==> src/rtl/mix32.sv <==
// mix32: time-multiplexed stimulus generator serialising 32 slot values onto one bus, aligned to a slot counter and pipeline stage.
// Latency: a write reaches the shadow bank next cycle and appears on mixed in the frame after the next boundary following a commit.
// Backpressure: none; the write port and the commit request are accepted every cycle.
//
// Ports:
//   clk, rst              clock, synchronous active-high reset
//   wr_en/wr_addr/wr_data shadow-bank write port (one slot per cycle)
//   commit                request shadow -> active copy at the next frame boundary
//   cnt                   free-running 5-bit slot counter
//   mixed                 active[idx(cnt)], registered
//   frame_start           idx(cnt) == 0, registered
//   pending               commit requested but not yet applied
//   commit_ack            one-cycle pulse in the first cycle showing the new bank
module mix32 #(
  parameter int          width = 10,
  parameter logic [4:0]  stg   = 5'd0
) (
  input  logic             clk,
  input  logic             rst,
  input  logic             wr_en,
  input  logic [4:0]       wr_addr,
  input  logic [width-1:0] wr_data,
  input  logic             commit,
  output logic [4:0]       cnt,
  output logic [width-1:0] mixed,
  output logic             frame_start,
  output logic             pending,
  output logic             commit_ack
);

  logic [4:0]       cnt_q, cnt_d;
  logic [width-1:0] mixed_q, mixed_d;
  logic             frame_start_q, frame_start_d;
  logic             pending_q, pending_d;
  logic             commit_ack_q, commit_ack_d;
  logic [width-1:0] shadow_q [32];
  logic [width-1:0] active_q [32];

  logic             boundary;
  logic             do_copy;
  logic [4:0]       slot_d;
  logic [width-1:0] shadow_fwd;

  // Slot shown for counter value c: (c + 33 - stg) mod 32, i.e. c + 1 - stg in 5-bit arithmetic.
  function automatic logic [4:0] idx(input logic [4:0] c);
    return c + 5'd1 - stg;
  endfunction

  always_comb begin
    cnt_d         = cnt_q + 5'd1;
    boundary      = (idx(cnt_q) == 5'd31);
    do_copy       = boundary && pending_q;
    // A commit arriving in the boundary cycle with nothing pending waits a full frame;
    // one arriving while pending merges into the copy that is about to happen.
    pending_d     = !do_copy && (pending_q || commit);
    commit_ack_d  = do_copy;
    slot_d        = idx(cnt_d);
    frame_start_d = (slot_d == 5'd0);
    // The bus is registered, so look up the slot for the next counter value in the
    // bank as it will be after this edge, including a same-cycle write on a copy.
    shadow_fwd    = (wr_en && (wr_addr == slot_d)) ? wr_data : shadow_q[slot_d];
    mixed_d       = do_copy ? shadow_fwd : active_q[slot_d];
  end

  always_ff @(posedge clk) begin
    if (rst) begin
      cnt_q         <= 5'd0;
      mixed_q       <= '0;
      frame_start_q <= (idx(5'd0) == 5'd0);
      pending_q     <= 1'b0;
      commit_ack_q  <= 1'b0;
    end else begin
      cnt_q         <= cnt_d;
      mixed_q       <= mixed_d;
      frame_start_q <= frame_start_d;
      pending_q     <= pending_d;
      commit_ack_q  <= commit_ack_d;
    end
  end

  always_ff @(posedge clk) begin
    if (rst) begin
      for (int i = 0; i < 32; i++) begin
        shadow_q[i] <= '0;
        active_q[i] <= '0;
      end
    end else begin
      for (int i = 0; i < 32; i++) begin
        if (wr_en && (wr_addr == 5'(i))) begin
          shadow_q[i] <= wr_data;
        end
        // Copy takes the post-write shadow value so a boundary-cycle write is included.
        if (do_copy) begin
          active_q[i] <= (wr_en && (wr_addr == 5'(i))) ? wr_data : shadow_q[i];
        end
      end
    end
  end

  assign cnt         = cnt_q;
  assign mixed       = mixed_q;
  assign frame_start = frame_start_q;
  assign pending     = pending_q;
  assign commit_ack  = commit_ack_q;

endmodule

==> config.mk <==
export PLATFORM = sky130hd
export DESIGN_NAME = mix32
export DESIGN_NICKNAME = d
export VERILOG_FILES = /design/src/rtl/mix32.sv
export SDC_FILE = /design/constraint.sdc
export NUM_CORES = 1
export LEC_CHECK = 0
export BUFFER_PORTS_ARGS = -buffer_cell sky130_fd_sc_hd__buf_2
export CORE_UTILIZATION = 35
export DETAILED_ROUTE_END_ITERATION = 16
export GPL_TIMING_DRIVEN = 1
export PLACE_DENSITY = 0.63
export SYNTH_ARGS = -nofsm -noshare
export SYNTH_HDL_FRONTEND = slang
export SYNTH_SLANG_ARGS = --single-unit
==> constraint.sdc <==
create_clock -name clk -period 9 [get_ports clk]
set_input_delay 1.35 -clock clk [delete_from_list [all_inputs] [get_ports clk]]
set_output_delay 1.35 -clock clk [all_outputs]
set_load 0.02 [all_outputs]
==> impl_metrics.env, run 1 <==
export IMPL_ys_top_cells_by_count="640 x edfxtp_1, 389 x nand2_1, 379 x nor2_1"
export IMPL_wl_per_cell_um=26.4
export IMPL_slowest_delay_ns=0.94
export IMPL_worstMarginPinSlew_ns=1.24
export IMPL_fin_cells=3555
export IMPL_firstDrtPassIters=5
export IMPL_yosysTopAreaCell="edfxtp_1"
export IMPL_io_buffer_count=36
export IMPL_post_cts_setup_buffers=0
export IMPL_ios=37
export IMPL_slew_headroom_pct=17.1
export IMPL_die_width_um=298
export IMPL_yosysMostFrequentCell="edfxtp_1"
export IMPL_hold_viol_final=0
export IMPL_period_share_pct=50.2
export IMPL_critPathSlowestCell="and2_1"
export IMPL_status="finished, final reports clean"
export IMPL_initial_core_util_pct=35.4
export IMPL_synth_area_leaders="edfxtp_1 63%, mux4_2 12%, a21oi_1 5.5%"
export IMPL_initialDrtViolationCount=2915
export IMPL_slew_violations=0
export IMPL_synth_top_area_share_pct=62.5
export IMPL_syn_num_nets=2421
export IMPL_overflow=0
export IMPL_crit_chain="ha_1 -> xnor3_4 -> buf_4 -> and2_1 -> a22oi_1 -> a21oi_1 -> nor2_1 -> o211ai_1"
export IMPL_post_route_drc_count=0
export IMPL_grt_max_degree=186
export IMPL_drive_gt1_share_pct=15.8
export IMPL_cts_resized=0
export IMPL_swShare_pct=25.7
export IMPL_h_tree_depth=3
export IMPL_rows=108
export IMPL_antenna_found_initial=10
export IMPL_areaGrowthSynthToFinish_pct=10.9
export IMPL_leakage_nw=11.9
export IMPL_p_comb_share_pct=13.3
export IMPL_clock_latency_ns=0.64
export IMPL_antenna_left=0
export IMPL_critPathMaxFanout=44
export IMPL_startpoint_type="flop"
export IMPL_required_ns=9.54
export IMPL_cts_root_buf="clkbuf_16"
export IMPL_dpl_hpwl_um=58200
export IMPL_post_route_util_pct=39.2
export IMPL_clock_path_buffers=3
export IMPL_yosysWarnings=0
export IMPL_drt_vias_per_instance=5.81
export IMPL_syn_cell_area_um2=30700
export IMPL_avgSynthCellArea_um2=12.8
export IMPL_fillerInstances=7998
export IMPL_grt_pass1_wl_um=137000
export IMPL_grt_setup_unrepaired="false"
export IMPL_synth_edf_count=640
export IMPL_nets=2373
export IMPL_power_density_nw_per_um2=218
export IMPL_min_period_ns=4.52
export IMPL_cts_hold_buf=0
export IMPL_clkTransAtPathRegs_ns=0.06
export IMPL_fp_dieH_um=298
export IMPL_dp_cells=3431
export IMPL_pwr_share_clk_pct=37.6
export IMPL_cts_tree="done"
export IMPL_max_freq_mhz=221
export IMPL_final_setup_tns_ns=0
export IMPL_clock_sinks=658
export IMPL_seq_area_frac_synth_pct=63.7
export IMPL_critical_path_class="reg2reg"
export IMPL_grt_pass1_vias=19900
export IMPL_via_count=20600
export IMPL_cts_buffers=72
export IMPL_ys_types=51
export IMPL_maxCapViolations=0
export IMPL_peakVddDrop_mv=0.129
export IMPL_routed_wl_um=94000
export IMPL_seqPwrFrac_pct=49.1
export IMPL_switchingPower_mw=1.91
export IMPL_setup_viol=0
export IMPL_arrival_ns=5.06
export IMPL_internal_power_mw=5.53
export IMPL_fin_skew_ns=0.0402
export IMPL_ys_ff_latch=658
export IMPL_synth_main_ff_cell="edfxtp_1"
export IMPL_synthArstFlopShare_pct=0
export IMPL_grt_use_total_pct=20.9
export IMPL_die_area_um2=89000
export IMPL_hold_path_class="reg2reg"
export IMPL_gp_congestion=0.892
export IMPL_power_mw=7.45
export IMPL_core_area_um2=86900
export IMPL_synth_cells=2398
export IMPL_end_kind="flop"
-- path summary, 6_finish.rpt --
path                                  to  startpoint  slack [ns]  depth (start not counted)
worst max-delay path            mixed[0]      cnt[0]        4.48                          8
worst min-delay path             pending     pending        0.54                          2
worst max register to register  mixed[0]      cnt[0]        4.48                          8
worst min register to register   pending     pending        0.54                          2
-- sequential cells by signal (all words and copies together) (netlist names) --
signal,cells
active_q,320
shadow_q,320
mixed,10
cnt,5
commit_ack,1
frame_start,1
pending,1
-- critical path, delay by kind of cell, from the launching register on --
family,cells,cell delay [ns]
AO/OA/AOI/OAI,3,0.88
adder cells (fa/ha/maj),1,0.48
flip-flops,1,0.75
buffers and inverters,1,0.76
XOR/XNOR,1,0.48
AND/OR/NAND/NOR,2,1.02
-- power groups by stage --
stage	registers (mW)	logic, mW	clock network (mW)
after CTS	3.65	0.991	2.83
after global routing	3.67	1.04	2.93
final	3.66	0.993	2.80
after detailed placement	3.72	0.989	0
after global placement	3.70	0.983	0
after floorplan	3.70	0.657	0
-- routing by layer --
metal | wire length [um] | track usage, % | up-vias
met4 | 3880 | 9.05 | 16
met3 | 10400 | 4.59 | 201
met2 | 42900 | 32.0 | 1257
met5 | 100 | 0 | -
met1 | 36800 | 28.8 | 10500
li1 | - | - | 8675
-- through the flow --
step / hold slack, ns / setup slack (ns) / instance area, um^2
final: 0.537 / 4.48 / 34100
after global placement: 0.529 / 4.37 / 31900
after floorplan: 0.562 / 0.126 / 30700
after detailed placement: 0.529 / 4.41 / 31900
after CTS: 0.544 / 4.41 / 34100
after global routing: 0.595 / 4.15 / 34100
-- placed cells by master (no fill, tap or decap), types with 4 or more instances in the layout --
cell type / n
edfxtp_1: 640
nand2_1: 389
nor2_1: 379
a21oi_1: 340
mux4_2: 160
clkbuf_16: 74
buf_4: 56
mux2i_1: 50
a22oi_1: 36
buf_2: 36
nand2b_1: 35
inv_1: 28
dfxtp_1: 17
clkinv_1: 15
clkbuf_1: 14
nand3_1: 13
o211ai_1: 11
clkinv_2: 11
mux2_4: 9
a2bb2oi_1: 9
nor3_1: 6
nor3_2: 5
xnor2_1: 4
nor2b_1: 4
xor2_1: 4
-- cell type report --
cell class / count / area (um^2) / area share (%)
inverter: 30 / 120 / 0.352
sequential: 658 / 19600 / 57.5
timing repair buffer: 93 / 621 / 1.82
antenna: 2 / 5.00 / 0.0147
clock inverter: 33 / 246 / 0.723
tap: 1155 / 1450 / 4.24
multi-input combinational: 1495 / 10100 / 29.8
clock buffer: 89 / 1920 / 5.63
-- cells by family (layout without fill, tap and decap cells) --
kind of cell | after synthesis | after routing | synth area share [%]
AOI/OAI and AO/OA | 407 | 407 | 7.28
xor gates and xnor gates | 10 | 10 | 0.379
adders and majority gates | 4 | 4 | 0.163
buffers and inverters | 245 | 245 | 3.38
DFF | 658 | 658 | 63.7
muxes | 220 | 220 | 13.8
other | 0 | 2 | 0
and+or+nand+nor | 854 | 854 | 11.3
No activity file was read; power rests on OpenSTA's default activity.
==> run 2, diff against run 1 <==
==> constraint.sdc (replaced) <==
create_clock -name clk -period 3.7 [get_ports clk]
set_input_delay 0.555 -clock clk [delete_from_list [all_inputs] [get_ports clk]]
set_output_delay 0.555 -clock clk [all_outputs]
set_load 0.02 [all_outputs]
==> run 2 against run 1 <==
  * Routed wire length rose by 1.3%
  * First-iteration DRC count fell by 7.5%
  * Power rose by 140%
  * Cell count rose by 2.1%
  * Fmax rose by 33%
  * Sequential power rose by 140%
  * Clock skew fell by 0.027 ns
  * Register-to-register slack got worse by 4.2 ns
  * Die area did not move
  * Flip-flop and latch count did not move
  * Global-route usage rose by 0.32 points
  * Final area rose by 1.8%
  * Critical path type unchanged
  * Largest cell class unchanged
==> impl_metrics.env, run 2 (synthesis results as in run 1) <==
export IMPL_initialDrtViolationCount=2695
export IMPL_grt_max_degree=93
export IMPL_clock_path_buffers=3
export IMPL_fillerInstances=7999
export IMPL_critical_path_class="reg2reg"
export IMPL_maxCapViolations=0
export IMPL_min_period_ns=3.40
export IMPL_wl_per_cell_um=26.2
export IMPL_post_route_util_pct=39.9
export IMPL_met3WireLength_um=10100
export IMPL_post_cts_setup_buffers=0
export IMPL_gp_congestion=0.889
export IMPL_clkTransAtPathRegs_ns=0.06
export IMPL_clock_sinks=658
export IMPL_slew_violations=0
export IMPL_cts_root_buf="clkbuf_16"
export IMPL_fp_dieH_um=298
export IMPL_highest_layer="met5"
export IMPL_firstDrtPassIters=6
export IMPL_status="finished, final reports clean"
export IMPL_worstMarginPinSlew_ns=0.968
export IMPL_peakVddDrop_mv=0.357
export IMPL_die_width_um=298
export IMPL_reg2reg_from="cnt[0]"
export IMPL_arrival_ns=3.94
export IMPL_layout_common_cells="640 x edfxtp_1, 388 x nand2_1, 379 x nor2_1"
export IMPL_wl_met2_um=44500
export IMPL_required_ns=4.23
export IMPL_ios=37
export IMPL_grt_pass1_wl_um=139000
export IMPL_post_route_drc_count=0
export IMPL_power_density_nw_per_um2=520
export IMPL_dpl_worst_slack_ns=0.407
export IMPL_startpoint="cnt[0]"
export IMPL_dpl_hpwl_um=62600
export IMPL_rows=108
export IMPL_routed_wl_um=95300
export IMPL_cts_resized=0
export IMPL_wl_met1_um=37400
export IMPL_areaGrowthSynthToFinish_pct=12.9
export IMPL_cts_buffers=68
export IMPL_core_area_um2=86900
export IMPL_reg2reg_to="mixed[2]"
export IMPL_period_share_pct=92.0
export IMPL_antenna_found_initial=8
export IMPL_rrSetupSlack_ns=0.30
export IMPL_final_area_um2=34700
export IMPL_critPathMaxFanout=36
export IMPL_worstHoldStart="commit"
export IMPL_slew_headroom_pct=35.1
export IMPL_hold_path_class="in2reg"
export IMPL_hold_viol_final=0
export IMPL_grt_pass1_vias=20200
export IMPL_clock_latency_ns=0.62
export IMPL_startpoint_type="flop"
export IMPL_via_count=20800
export IMPL_final_setup_tns_ns=0
export IMPL_cp_endpoint="mixed[2]"
export IMPL_end_kind="flop"
export IMPL_initial_core_util_pct=35.4
export IMPL_grt_use_total_pct=21.3
export IMPL_setup_viol=0
export IMPL_layout_commonest_cell="edfxtp_1"
export IMPL_drive_gt1_share_pct=18.3
export IMPL_h_tree_depth=3
export IMPL_antenna_left=0
export IMPL_nets=2444
export IMPL_io_buffer_count=36
export IMPL_cts_hold_buf=0
export IMPL_max_freq_mhz=294
export IMPL_cts_tree="done"
export IMPL_die_area_um2=89000
export IMPL_overflow=0
export IMPL_grt_setup_unrepaired="false"
export IMPL_drt_vias_per_instance=5.72
export IMPL_reg2regPathDepth=12
export IMPL_fin_skew_ns=0.0134
export IMPL_postPlaceCellArea_um2=32600
export IMPL_leakage_nw=12.3
export IMPL_fin_ws_ns=0.297
run 2: changes by cell type in the layout (fill, tap and decap cells not counted), moves of 3 or more:
| cell | delta |
|---|---|
| clkbuf_1 | +4 |
| clkbuf_16 | -5 |
| inv_6 | +5 |
| clkinv_2 | -4 |
| buf_12 | +10 |
| buf_4 | +65 |
| clkinv_1 | +3 |
run 2: area by class of cell:
type / count / area (um^2) / share of cell area [%]
flip-flops and latches: 658 / 19600 / 56.4
multi-input cells: 1495 / 10200 / 29.3
diodes: 2 / 5.00 / 0.0144
repair buffers: 168 / 1310 / 3.77
clock buffers: 87 / 1790 / 5.17
clock inverters: 36 / 289 / 0.833
well taps: 1155 / 1450 / 4.16
inverters: 30 / 116 / 0.335
run 2: power by group:
part           internal [mW]  leakage, nW  total, mW  switching, mW
registers               8.67         6.50       8.87          0.201
clock network           3.72         1.02       6.61           2.89
logic                  0.989         4.75       2.55           1.56
run 2: per-stage QoR:
stage / cells / power (mW) / hold slack [ns]
5_1_grt: 3631 / 18.5 / 0.221
3_5_place_dp: 3506 / 11.6 / 0.584
2_1_floorplan: 2398 / 10.6 / 0.562
3_3_place_gp: 3506 / 11.5 / 0.572
4_1_cts: 3629 / 18.1 / 0.143
6_report: 3631 / 18.0 / 0.164
run 2: worst min-delay path by stage:
stage / cells after the start / end / slack [ns]
2_1_floorplan: 2 / active_q[19][9] / 0.56
3_3_place_gp: 2 / active_q[19][5] / 0.57
3_5_place_dp: 2 / active_q[23][9] / 0.58
4_1_cts: 3 / pending / 0.14
5_1_grt: 3 / pending / 0.22
6_report: 3 / pending / 0.16
run 2: per-layer routing:
layer,track usage [%],up-vias
met3,4.39,159
met5,0,-
li1,-,8813
met4,7.89,12
met2,33.4,1261
met1,29.2,10500
run 2: worst max-delay path, cell delays in order (launching register included):
cell and delay [ns]:
dfxtp_4 0.37, buf_4 0.48, nand2_2 0.11, xnor2_1 0.18, o22ai_1 0.09, and2_1 0.16, ha_2 0.33, inv_1 0.18
and2_1 0.64, a22oi_1 0.16, a21oi_1 0.36, nor2_1 0.10, o211ai_1 0.16
==> run 3, diff against run 2 <==
==> constraint.sdc (replaced) <==
create_clock -name clk -period 3.7 [get_ports clk]
set_input_delay 0.74 -clock clk [delete_from_list [all_inputs] [get_ports clk]]
set_output_delay 0.74 -clock clk [all_outputs]
set_load 0.02 [all_outputs]
==> run 3 against run 2 <==
  * Fmax up 1.9%
  * Via count shrank 1.1%
  * Largest power group unchanged
  * Critical endpoint is now mixed[4]
  * Cell count is 0.28% lower
  * Critical path depth fell by 1
  * Highest routed layer unchanged
  * Global-route usage fell by 0.27 points
  * Critical path type unchanged
==> impl_metrics.env, run 3 (synthesis results as in run 1) <==
export IMPL_areaGrowthSynthToFinish_pct=13.2
export IMPL_pwr_share_clk_pct=36.4
export IMPL_die_area_um2=89000
export IMPL_grt_setup_unrepaired="false"
export IMPL_die_width_um=298
export IMPL_critical_path_class="reg2reg"
export IMPL_fillerInstances=7976
export IMPL_worstMarginPinSlew_ns=1.06
export IMPL_layout_common_cells="640 x edfxtp_1, 388 x nand2_1, 379 x nor2_1"
export IMPL_internal_power_mw=13.4
export IMPL_arrival_ns=3.86
export IMPL_post_cts_setup_buffers=0
export IMPL_dpl_worst_slack_ns=0.471
export IMPL_hold_path_class="in2reg"
export IMPL_critPathMaxFanout=18
export IMPL_seqPwrFrac_pct=49.2
export IMPL_postPlaceCellArea_um2=32700
export IMPL_ios=37
export IMPL_cts_resized=0
export IMPL_hold_worst_slack_ns=0.365
export IMPL_fin_skew_ns=0.0181
export IMPL_fin_ws_ns=0.362
export IMPL_peakVddDrop_mv=0.304
export IMPL_cts_root_buf="clkbuf_16"
export IMPL_clkTransAtPathRegs_ns=0.06
export IMPL_grt_max_degree=81
export IMPL_initial_core_util_pct=35.4
export IMPL_power_density_nw_per_um2=518
export IMPL_wl_per_cell_um=26.0
export IMPL_min_period_ns=3.34
export IMPL_drive_gt1_share_pct=18.4
export IMPL_cts_hold_buf=0
export IMPL_grt_use_total_pct=21.0
export IMPL_h_tree_depth=3
export IMPL_grt_pass1_vias=20000
export IMPL_clock_latency_ns=0.59
export IMPL_antenna_found_initial=7
export IMPL_firstDrtPassIters=6
export IMPL_final_setup_tns_ns=0
export IMPL_period_share_pct=90.2
export IMPL_overflow=0
export IMPL_slew_headroom_pct=29.6
export IMPL_clock_path_buffers=3
export IMPL_clock_sinks=658
export IMPL_via_count=20500
export IMPL_slew_violations=0
export IMPL_multi_input_area_um2=10200
export IMPL_required_ns=4.22
export IMPL_grt_pass1_wl_um=137000
export IMPL_nets=2444
export IMPL_status="finished, final reports clean"
export IMPL_end_kind="flop"
export IMPL_io_buffer_count=36
export IMPL_drt_vias_per_instance=5.67
export IMPL_dpl_hpwl_um=62600
export IMPL_routed_wl_um=94100
export IMPL_cts_tree="done"
export IMPL_initialDrtViolationCount=2854
export IMPL_post_route_drc_count=0
export IMPL_final_area_um2=34800
export IMPL_swShare_pct=25.4
export IMPL_setup_viol=0
export IMPL_antenna_left=0
export IMPL_maxCapViolations=0
export IMPL_switchingPower_mw=4.58
export IMPL_max_freq_mhz=300
export IMPL_hold_viol_final=0
export IMPL_cts_buffers=66
export IMPL_core_area_um2=86900
export IMPL_diodes=0
export IMPL_leakage_nw=12.3
export IMPL_gp_congestion=0.903
export IMPL_fp_dieH_um=298
export IMPL_seqCellArea_um2=19600
export IMPL_layout_commonest_cell="edfxtp_1"
export IMPL_rows=108
export IMPL_p_comb_share_pct=14.4
export IMPL_startpoint_type="flop"
run 3: cell count changes in the layout (fill, tap and decap cells not counted), sizes merged:
cell      before  now
inv           35   30
bufinv         4    5
clkinvlp       1    2
diode          2    0
buf          168  170
clkbuf        87   80
run 3: final timing paths:
| path | from | endpoint | slack (ns) | depth (start not counted) |
|---|---|---|---|---|
| worst max-delay path | cnt[1] | mixed[4] | 0.36 | 11 |
| worst min register to register | shadow_q[25][0] | active_q[25][0] | 0.59 | 2 |
| worst max register to register | cnt[1] | mixed[4] | 0.36 | 11 |
| worst min-delay path | commit | pending | 0.36 | 3 |
run 3: power groups by stage:
stage | Combinational [mW] | Clock [mW] | Sequential (mW)
CTS | 2.59 | 6.63 | 8.87
global placement | 2.57 | 0 | 8.99
global route | 2.71 | 6.89 | 8.91
floorplan | 1.60 | 0 | 8.98
detailed placement | 2.58 | 0 | 9.02
finish | 2.59 | 6.56 | 8.87
run 3: critical path, cell delays in order, from the launching register on:
cell and delay, ns:
dfxtp_1 0.50, ha_1 0.39, nand2b_1 0.17, o22ai_1 0.09, and2_1 0.17, ha_2 0.33
inv_1 0.17, and2_1 0.64, a22oi_1 0.17, a21oi_1 0.39, nor2_1 0.07, o211ai_1 0.17
run 3: metal layers:
metal / global-route usage, % / vias up / routed length (um)
li1: - / 8798 / -
met1: 28.8 / 10400 / 37000
met2: 32.9 / 1131 / 43700
met3: 4.03 / 180 / 9540
met4: 8.46 / 12 / 3690
met5: 0 / - / 75
run 3: area by class of cell:
| cell class | instances | share of cell area (%) |
|---|---|---|
| clock inverter | 33 | 0.824 |
| tap | 1155 | 4.16 |
| inverter | 30 | 0.335 |
| multi-input combinational | 1495 | 29.2 |
| timing repair buffer | 170 | 4.09 |
| sequential | 658 | 56.3 |
| clock buffer | 80 | 5.08 |
run 3: metrics by stage:
| step | cells | util [%] | power (mW) |
|---|---|---|---|
| floorplan | 2398 | - | 10.6 |
| global placement | 3508 | 37.7 | 11.6 |
| detailed placement | 3508 | 37.7 | 11.6 |
| CTS | 3621 | 40.0 | 18.1 |
| global route | 3621 | 40.0 | 18.5 |
| finish | 3621 | 40.0 | 18.0 |
